$ cat src/rtl/ex_div.sv
// rtl/ex_div.sv - multi-cycle radix-2 restoring divider for DIV/DIVU in the EX stage
module ex_div #(
   parameter int DATA_W = 32
) (
   input  logic                clk,
   input  logic                rst,
   input  logic                signed_div_i,
   input  logic [DATA_W-1:0]   opdata1_i,
   input  logic [DATA_W-1:0]   opdata2_i,
   input  logic                start_i,
   input  logic                annul_i,
   output logic [2*DATA_W-1:0] result_o,
   output logic                ready_o
);

   localparam int CNT_W = $clog2(DATA_W) + 1;

   typedef enum logic [1:0] {
      ST_FREE    = 2'd0,
      ST_BY_ZERO = 2'd1,
      ST_ON      = 2'd2,
      ST_END     = 2'd3
   } state_t;

   state_t              state;
   logic [CNT_W-1:0]    cnt;
   logic [DATA_W-1:0]   dvd;
   logic [DATA_W-1:0]   dvs;
   logic [DATA_W-1:0]   rem;
   logic [DATA_W-1:0]   quo;
   logic                sign1;
   logic                sign2;
   logic                sgn;

   logic [DATA_W:0]     shifted;
   logic [DATA_W:0]     trial;
   logic [DATA_W-1:0]   abs1;
   logic [DATA_W-1:0]   abs2;
   logic [DATA_W-1:0]   quo_fix;
   logic [DATA_W-1:0]   rem_fix;

   // rem is always below the divisor, so a negative trial shows up in the top bit
   assign shifted = {rem, dvd[DATA_W-1]};
   assign trial   = shifted - {1'b0, dvs};

   assign abs1 = (signed_div_i && opdata1_i[DATA_W-1]) ? ({DATA_W{1'b0}} - opdata1_i) : opdata1_i;
   assign abs2 = (signed_div_i && opdata2_i[DATA_W-1]) ? ({DATA_W{1'b0}} - opdata2_i) : opdata2_i;

   // Remainder follows the dividend sign; the most-negative / -1 case wraps naturally
   assign quo_fix = (sgn && (sign1 ^ sign2)) ? ({DATA_W{1'b0}} - quo) : quo;
   assign rem_fix = (sgn && sign1) ? ({DATA_W{1'b0}} - rem) : rem;

   always_ff @(posedge clk) begin
      if (rst) begin
         state    <= ST_FREE;
         cnt      <= '0;
         dvd      <= '0;
         dvs      <= '0;
         rem      <= '0;
         quo      <= '0;
         sign1    <= 1'b0;
         sign2    <= 1'b0;
         sgn      <= 1'b0;
         ready_o  <= 1'b0;
         result_o <= '0;
      end else begin
         case (state)
            ST_FREE: begin
               ready_o  <= 1'b0;
               result_o <= '0;
               if (start_i && !annul_i) begin
                  if (opdata2_i == '0) begin
                     state <= ST_BY_ZERO;
                  end else begin
                     state <= ST_ON;
                     dvd   <= abs1;
                     dvs   <= abs2;
                     sign1 <= signed_div_i & opdata1_i[DATA_W-1];
                     sign2 <= signed_div_i & opdata2_i[DATA_W-1];
                     sgn   <= signed_div_i;
                     cnt   <= '0;
                     rem   <= '0;
                     quo   <= '0;
                  end
               end
            end
            ST_BY_ZERO: begin
               state    <= ST_END;
               ready_o  <= 1'b1;
               result_o <= '0;
            end
            ST_ON: begin
               if (annul_i) begin
                  state    <= ST_FREE;
                  cnt      <= '0;
                  ready_o  <= 1'b0;
                  result_o <= '0;
               end else if (cnt == CNT_W'(DATA_W)) begin
                  state    <= ST_END;
                  ready_o  <= 1'b1;
                  result_o <= {rem_fix, quo_fix};
               end else begin
                  rem <= trial[DATA_W] ? shifted[DATA_W-1:0] : trial[DATA_W-1:0];
                  quo <= {quo[DATA_W-2:0], ~trial[DATA_W]};
                  dvd <= {dvd[DATA_W-2:0], 1'b0};
                  cnt <= cnt + CNT_W'(1);
               end
            end
            ST_END: begin
               if (!start_i) begin
                  state    <= ST_FREE;
                  ready_o  <= 1'b0;
                  result_o <= '0;
               end
            end
            default: state <= ST_FREE;
         endcase
      end
   end

endmodule

$ cat config.mk
export PLATFORM = sky130hd
export DESIGN_NAME = ex_div
export DESIGN_NICKNAME = d
export VERILOG_FILES = /design/src/rtl/ex_div.sv
export SDC_FILE = /design/constraint.sdc
export NUM_CORES = 1
export LEC_CHECK = 0
export CORE_ASPECT_RATIO = 0.8
export CORE_MARGIN = 2
export CORE_UTILIZATION = 30
export CTS_CLUSTER_DIAMETER = 100
export DETAILED_ROUTE_END_ITERATION = 16
export PLACE_DENSITY_LB_ADDON = 0.1
export SKIP_LAST_GASP = 1
export SYNTH_ARGS = -nofsm -noshare
export SYNTH_HDL_FRONTEND = slang
export SYNTH_SLANG_ARGS = --single-unit
$ cat constraint.sdc
create_clock -name clk -period 3.3 [get_ports clk]
set_input_delay 0.33 -clock clk [delete_from_list [all_inputs] [get_ports clk]]
set_output_delay 0.33 -clock clk [all_outputs]
set_load 0.05 [all_outputs]
# ---- Yosys cells after proc, flatten, opt, wreduce, memory -nomap -nowiden
# Index checks and enable logic that the tools add are counted.
# Widths: inputs -> output; s select.
dict set report totals {
  memories 0
  out_inout_bits 65
  elab_cells 85
  ramBits 0
  latch_bits 0
  ff_bits 204
  input_bits 69
  mem_bits_ro 0
}
dict set report classes {
  n_bitwise 5
  n_shift 0
  n_div 0
  mul 0
  muxes 37
  n_lt_le_gt_ge 0
  n_addsub 6
  n_reduce_logical 15
  n_eq_ne 11
}
# op n
set op_table {}
lappend op_table {{$mux 32} 15}
lappend op_table {{$mux 64} 3}
lappend op_table {{$pmux 32 s2} 3}
lappend op_table {{$pmux 64 s3} 1}
lappend op_table {{$sub 1x32->32 const A} 4}
lappend op_table {{$sub 33x32->33} 1}
lappend op_table {{$logic_not 32->1} 1}
lappend op_table {{$mux 6} 4}
lappend op_table {{$pmux 6 s2} 1}
lappend op_table {{$mux 2} 5}
lappend op_table {{$ne 2x2->1 const B} 5}
lappend op_table {{$pmux 2 s4} 1}
lappend op_table {{$add 6x1->6 const B} 1}
lappend op_table {{$eq 6x6->1 const B} 1}
lappend op_table {{$ne 3x3->1 const B} 2}
lappend op_table {{$reduce_and 3->1} 2}
lappend op_table {{$logic_and 1x1->1} 5}
lappend op_table {{$reduce_and 5->1} 1}
lappend op_table {{$eq 2x2->1 const B} 2}
lappend op_table {{$pmux 1 s4} 1}
lappend op_table {{$reduce_and 4->1} 1}
lappend op_table {{$mux 1} 3}
lappend op_table {{$and 1x1->1} 2}
lappend op_table {{$eq 2x1->1 const B} 1}
lappend op_table {{other kinds (7)} 8}

# ---- Logic depth before layout (Yosys ltp)
dict set report logic_depth {
  word_depth 6
  mapped_depth 13
  mapped_depth_nobuf 12
}

# ---- Worst setup path before layout
# Ideal clock, no wire load.
dict set report synth_path {
  path_kind {register -> register}
  startpoint {register dvd[31]}
  endpoint {register rem[1]}
  t_required_ns 3.183
  synth_period_minus_slack_ns 3.052
  setup_ns 0.117
  n_path_buf 1
  t_arrival_ns 2.934
  slack_ns 0.248
  stages_incl_launch_ff 14
  cell_sequence {dfxtp_1 -> inv_1 -> ha_1 -> fa_1 -> nand2b_1 -> a21oi_1 -> o21ai_0 -> nand2_1 -> a21oi_1 -> a221oi_2 -> xnor2_1 -> clkbuf_1 -> nand2_1 -> a32o_1}
}
dict set report synth_between {
  elab_chain_len 5
}
# element line
set synth_rtl {}
lappend synth_rtl {{start, declared} 27} ;# logic [DATA_W-1:0] dvd;
lappend synth_rtl {{start signal, assigned} 76} ;# dvd <= abs1;
lappend synth_rtl {{start signal, assigned} 105} ;# dvd <= {dvd[DATA_W-2:0], 1'b0};
lappend synth_rtl {{$sub 33x32->33} 44} ;# assign trial = shifted - {1'b0, dvs};
lappend synth_rtl {{$mux 32} 103} ;# rem <= trial[DATA_W] ? shifted[DATA_W-1:0] : trial[DATA_W-1:0];
lappend synth_rtl {{$mux 32} 98} ;# end else if (cnt == CNT_W'(DATA_W)) begin
lappend synth_rtl {{$mux 32} 93} ;# if (annul_i) begin
lappend synth_rtl {{$pmux 32 s2} 67} ;# case (state)
lappend synth_rtl {{end signal, assigned} 103}
lappend synth_rtl {{end, declared} 29} ;# logic [DATA_W-1:0] rem;
# No other way between the ends. The select of a mux whose other input is x is not followed.
# A chain may end at the register's enable or synchronous reset.

# ---- Final worst setup path
dict set report layout_path {
  startpoint {register dvd[31]}
  endpoint {register rem[0]}
}
dict set report layout_between {
  elab_chain_len 5
}
# element line
set layout_rtl {}
lappend layout_rtl {{$sub 33x32->33} 44}
lappend layout_rtl {{$mux 32 (*)} 103}
lappend layout_rtl {{$mux 32 (*)} 98}
lappend layout_rtl {{$mux 32 (*)} 93}
lappend layout_rtl {{$pmux 32 s2 (*)} 67}
# Mark *: on every way between the ends. The rest lies on a longest branch, timed or not. The select of a mux whose other input is x is not followed.

==> metrics <==
CTS Sinks 204; type of the worst setup path reg -> reg; row cnt 65; syn nets 1638; quantity of I/O buffers inserted on ports 133; Slew HR 53.3%; Layout area overhead 25.3%; final wirelength 36.4 mm; critical path's most frequent cell nand2_1; number of global-route vias before repair 10.2k; H-tree depth 1; CP Buf/Inv Count 3; endpoints failing setup 0; Mapped Avg Cell Area 7.91 sq um; Worst Hold Path EP quo[3]; detailed placer's ending HPWL 27.5 mm; worst-case clock skew 0.0257 ns; Yosys cell types 73; hold path depth 2; cell family with most CP delay compound AO/OA/AOI/OAI gates; pwr/cell area 501 mW/mm^2; CTS tree done; Synth Instances 1526; Worst setup EP type flip-flop; Async S/R FF share, synth 0%; worst reg2reg setup slack 0.23 ns; Longest Clk Path Bufs 3; CTS clk-pin slew, worst paths 0.06 ns; Slew Viols, Final 0; largest net degree at the start of global routing 66; Reg-to-Reg Start dvd[31]; worst endpoint data arrival time 3.51 ns; io pins 134; Pre-antenna DRT Iters 5; Via Count 11.1k; fin crit share 92.9%; crit path launch type flip-flop; Worst Hold Class in -> reg; Clock Latency Late Sink 0.55 ns; R2R depth 14; Peak VDD IR 308 uV; Seq/Total Area, Yosys 33.8%; CTS Hold Buffers Added 0; Post-Syn Area 0.0121 sq mm; Slowest Stage Delay on Critical Path 0.38 ns; total CTS buffers 25; Max-cap violations 0; Root Driver clkbuf_16; Initial Util 30.5%; Die H 183 microns; Layout Cells excl Fill 2220; Final #Nets 1781; clock period minus worst slack 3.07 ns; hold_sp rst; width of the die 228 microns; final core occ 38.3%; layout cell share with drive strength beyond 1 8.14%; Synth Flop Type dfxtp_1; Hold Vio Cnt, Final 0; n_diodes 0; routed len/inst 16.4 microns; Fmax achieved 0.326 GHz; #FFs+latches synth 204; ANT nets after route 0; placed cell count 2178; Post-synth EDFFs 0; Slew @ Worst Pin 0.699 ns; first-pass GRT wire length 57.9 mm; GR Overflow Total 0; Leakage 0.00578 uW; Global Route Usage Sum 17.0%; critical path, cell by cell inv_1, ha_1, fa_1, nand2b_1, a21oi_2, o21ai_0, nand2_1, a21oi_1, a221oi_2, buf_4, xor2_4, buf_12, nand2_1, a32o_1; status complete, no violations; yosys warns 0; initial DRC count 791; Die ar. 0.0419 sq mm; DRC 0; vias per inst 5.01; reg2reg end rem[0]; CP Data Required Time 3.74 ns; CP max-delay cell fa_1; Core Area 0.0395 sq mm; gpl congestion 0.814; antenna violations before repair 0; CP Max Fanout 29
==> worst max path at each step <==
| stage | from | to | cells after the start |
|---|---|---|---|
| 2_1_floorplan | dvd[31] | rem[1] | 13 |
| 3_3_place_gp | opdata1_i[12] | dvd[31] | 9 |
| 3_5_place_dp | opdata1_i[12] | dvd[31] | 9 |
| 4_1_cts | dvd[31] | rem[0] | 14 |
| 5_1_grt | dvd[31] | rem[20] | 15 |
| 6_report | dvd[31] | rem[0] | 14 |
==> metal layers <==
metal	vias to the layer above	global-route usage, %	part of all wire (%)
met5	-	0	0
met4	0	2.75	1.3
met3	33	2.43	4.7
met2	218	23.9	39
met1	5146	27.2	55
li1	5717	-	-
==> cell type report <==
cell class	instances	area [sq um]
Timing Repair Buffer	209	1990
Clock buffer	32	682
Sequential cell	204	4080
Clock inverter	10	143
Multi-Input combinational cell	1169	7330
Tap cell	536	671
Fill cell	4123	24400
Inverter	60	225
==> registers in the layout, summed over array words and instances, names as in the netlist <==
signal and cells:
ready_o 1, state 2, dvd 32, rem 32
sign2 1, sgn 1, sign1 1, result_o 64
dvs 32, cnt 6, quo 32
==> cell usage after synthesis, drive strengths merged, types with 22 or more instances <==
cell | number | share of area (%)
a211oi | 35 | 2.2
nor2 | 219 | 6.8
nand2 | 141 | 4.4
xor2 | 77 | 5.7
dfxtp | 204 | 34
xnor2 | 65 | 4.7
clkbuf | 66 | 2.1
nor3 | 26 | 1.1
mux2i | 22 | 1.8
a21oi | 130 | 5.4
inv | 60 | 1.9
ha | 42 | 4.4
a22oi | 75 | 4.7
o21ai | 92 | 3.8
buf | 27 | 1.6
==> per-stage QoR <==
step           setup WS (ns)  area [sq um]  TNS [ns]  total power, uW  hold WS (ns)
6_report               0.233         15100         0             7580         0.277
3_3_place_gp         -0.0895         14300   -0.0895             4810         0.443
4_1_cts                0.180         15100         0             7660         0.258
5_1_grt              -0.0124         15100   -0.0198             8010         0.293
3_5_place_dp         -0.0328         14300   -0.0410             4820         0.447
2_1_floorplan          0.248         12100         0             4180         0.436
==> placed cells by master, fill, tap and decap left out, types with 26 or more instances in the layout <==
master,instances
nor2_1,218
dfxtp_1,204
nand2_1,141
clkdlybuf4s50_1,132
a21oi_1,127
o21ai_0,78
xor2_1,76
a22oi_1,75
buf_4,70
xnor2_1,65
inv_1,60
ha_1,41
a211oi_1,35
nor3_1,26
==> power by group <==
part / total [uW] / internal, uW / switching (uW)
Combinational: 2100 / 793 / 1310
Clock: 2800 / 1690 / 1110
Sequential: 2680 / 2610 / 68.9
==> worst register-to-register path, delay by kind of cell, from the launching register on <==
family                   cells  cell delay, ns
AO/OA/AOI/OAI                5            0.96
XOR/XNOR                     1            0.18
buffers and inverters        3            0.48
AND/OR/NAND/NOR              3            0.42
flip-flops                   1            0.33
adder cells (fa/ha/maj)      2            0.61
==> what timing repair did <==
action	4_1_cts	5_1_grt
resized for setup	0	1
setup endpoints to repair	0	17
setup buffers	0	0
==> kinds of logic after synthesis <==
kind of cell / synth area share, %
compound gates: 24.6
flops: 33.8
simple gates: 19.2
buf+inv: 5.55
fa+ha+maj: 4.52
xor+xnor: 10.5
mux: 1.82
Note: power is estimated with default switching activity, not from simulation.
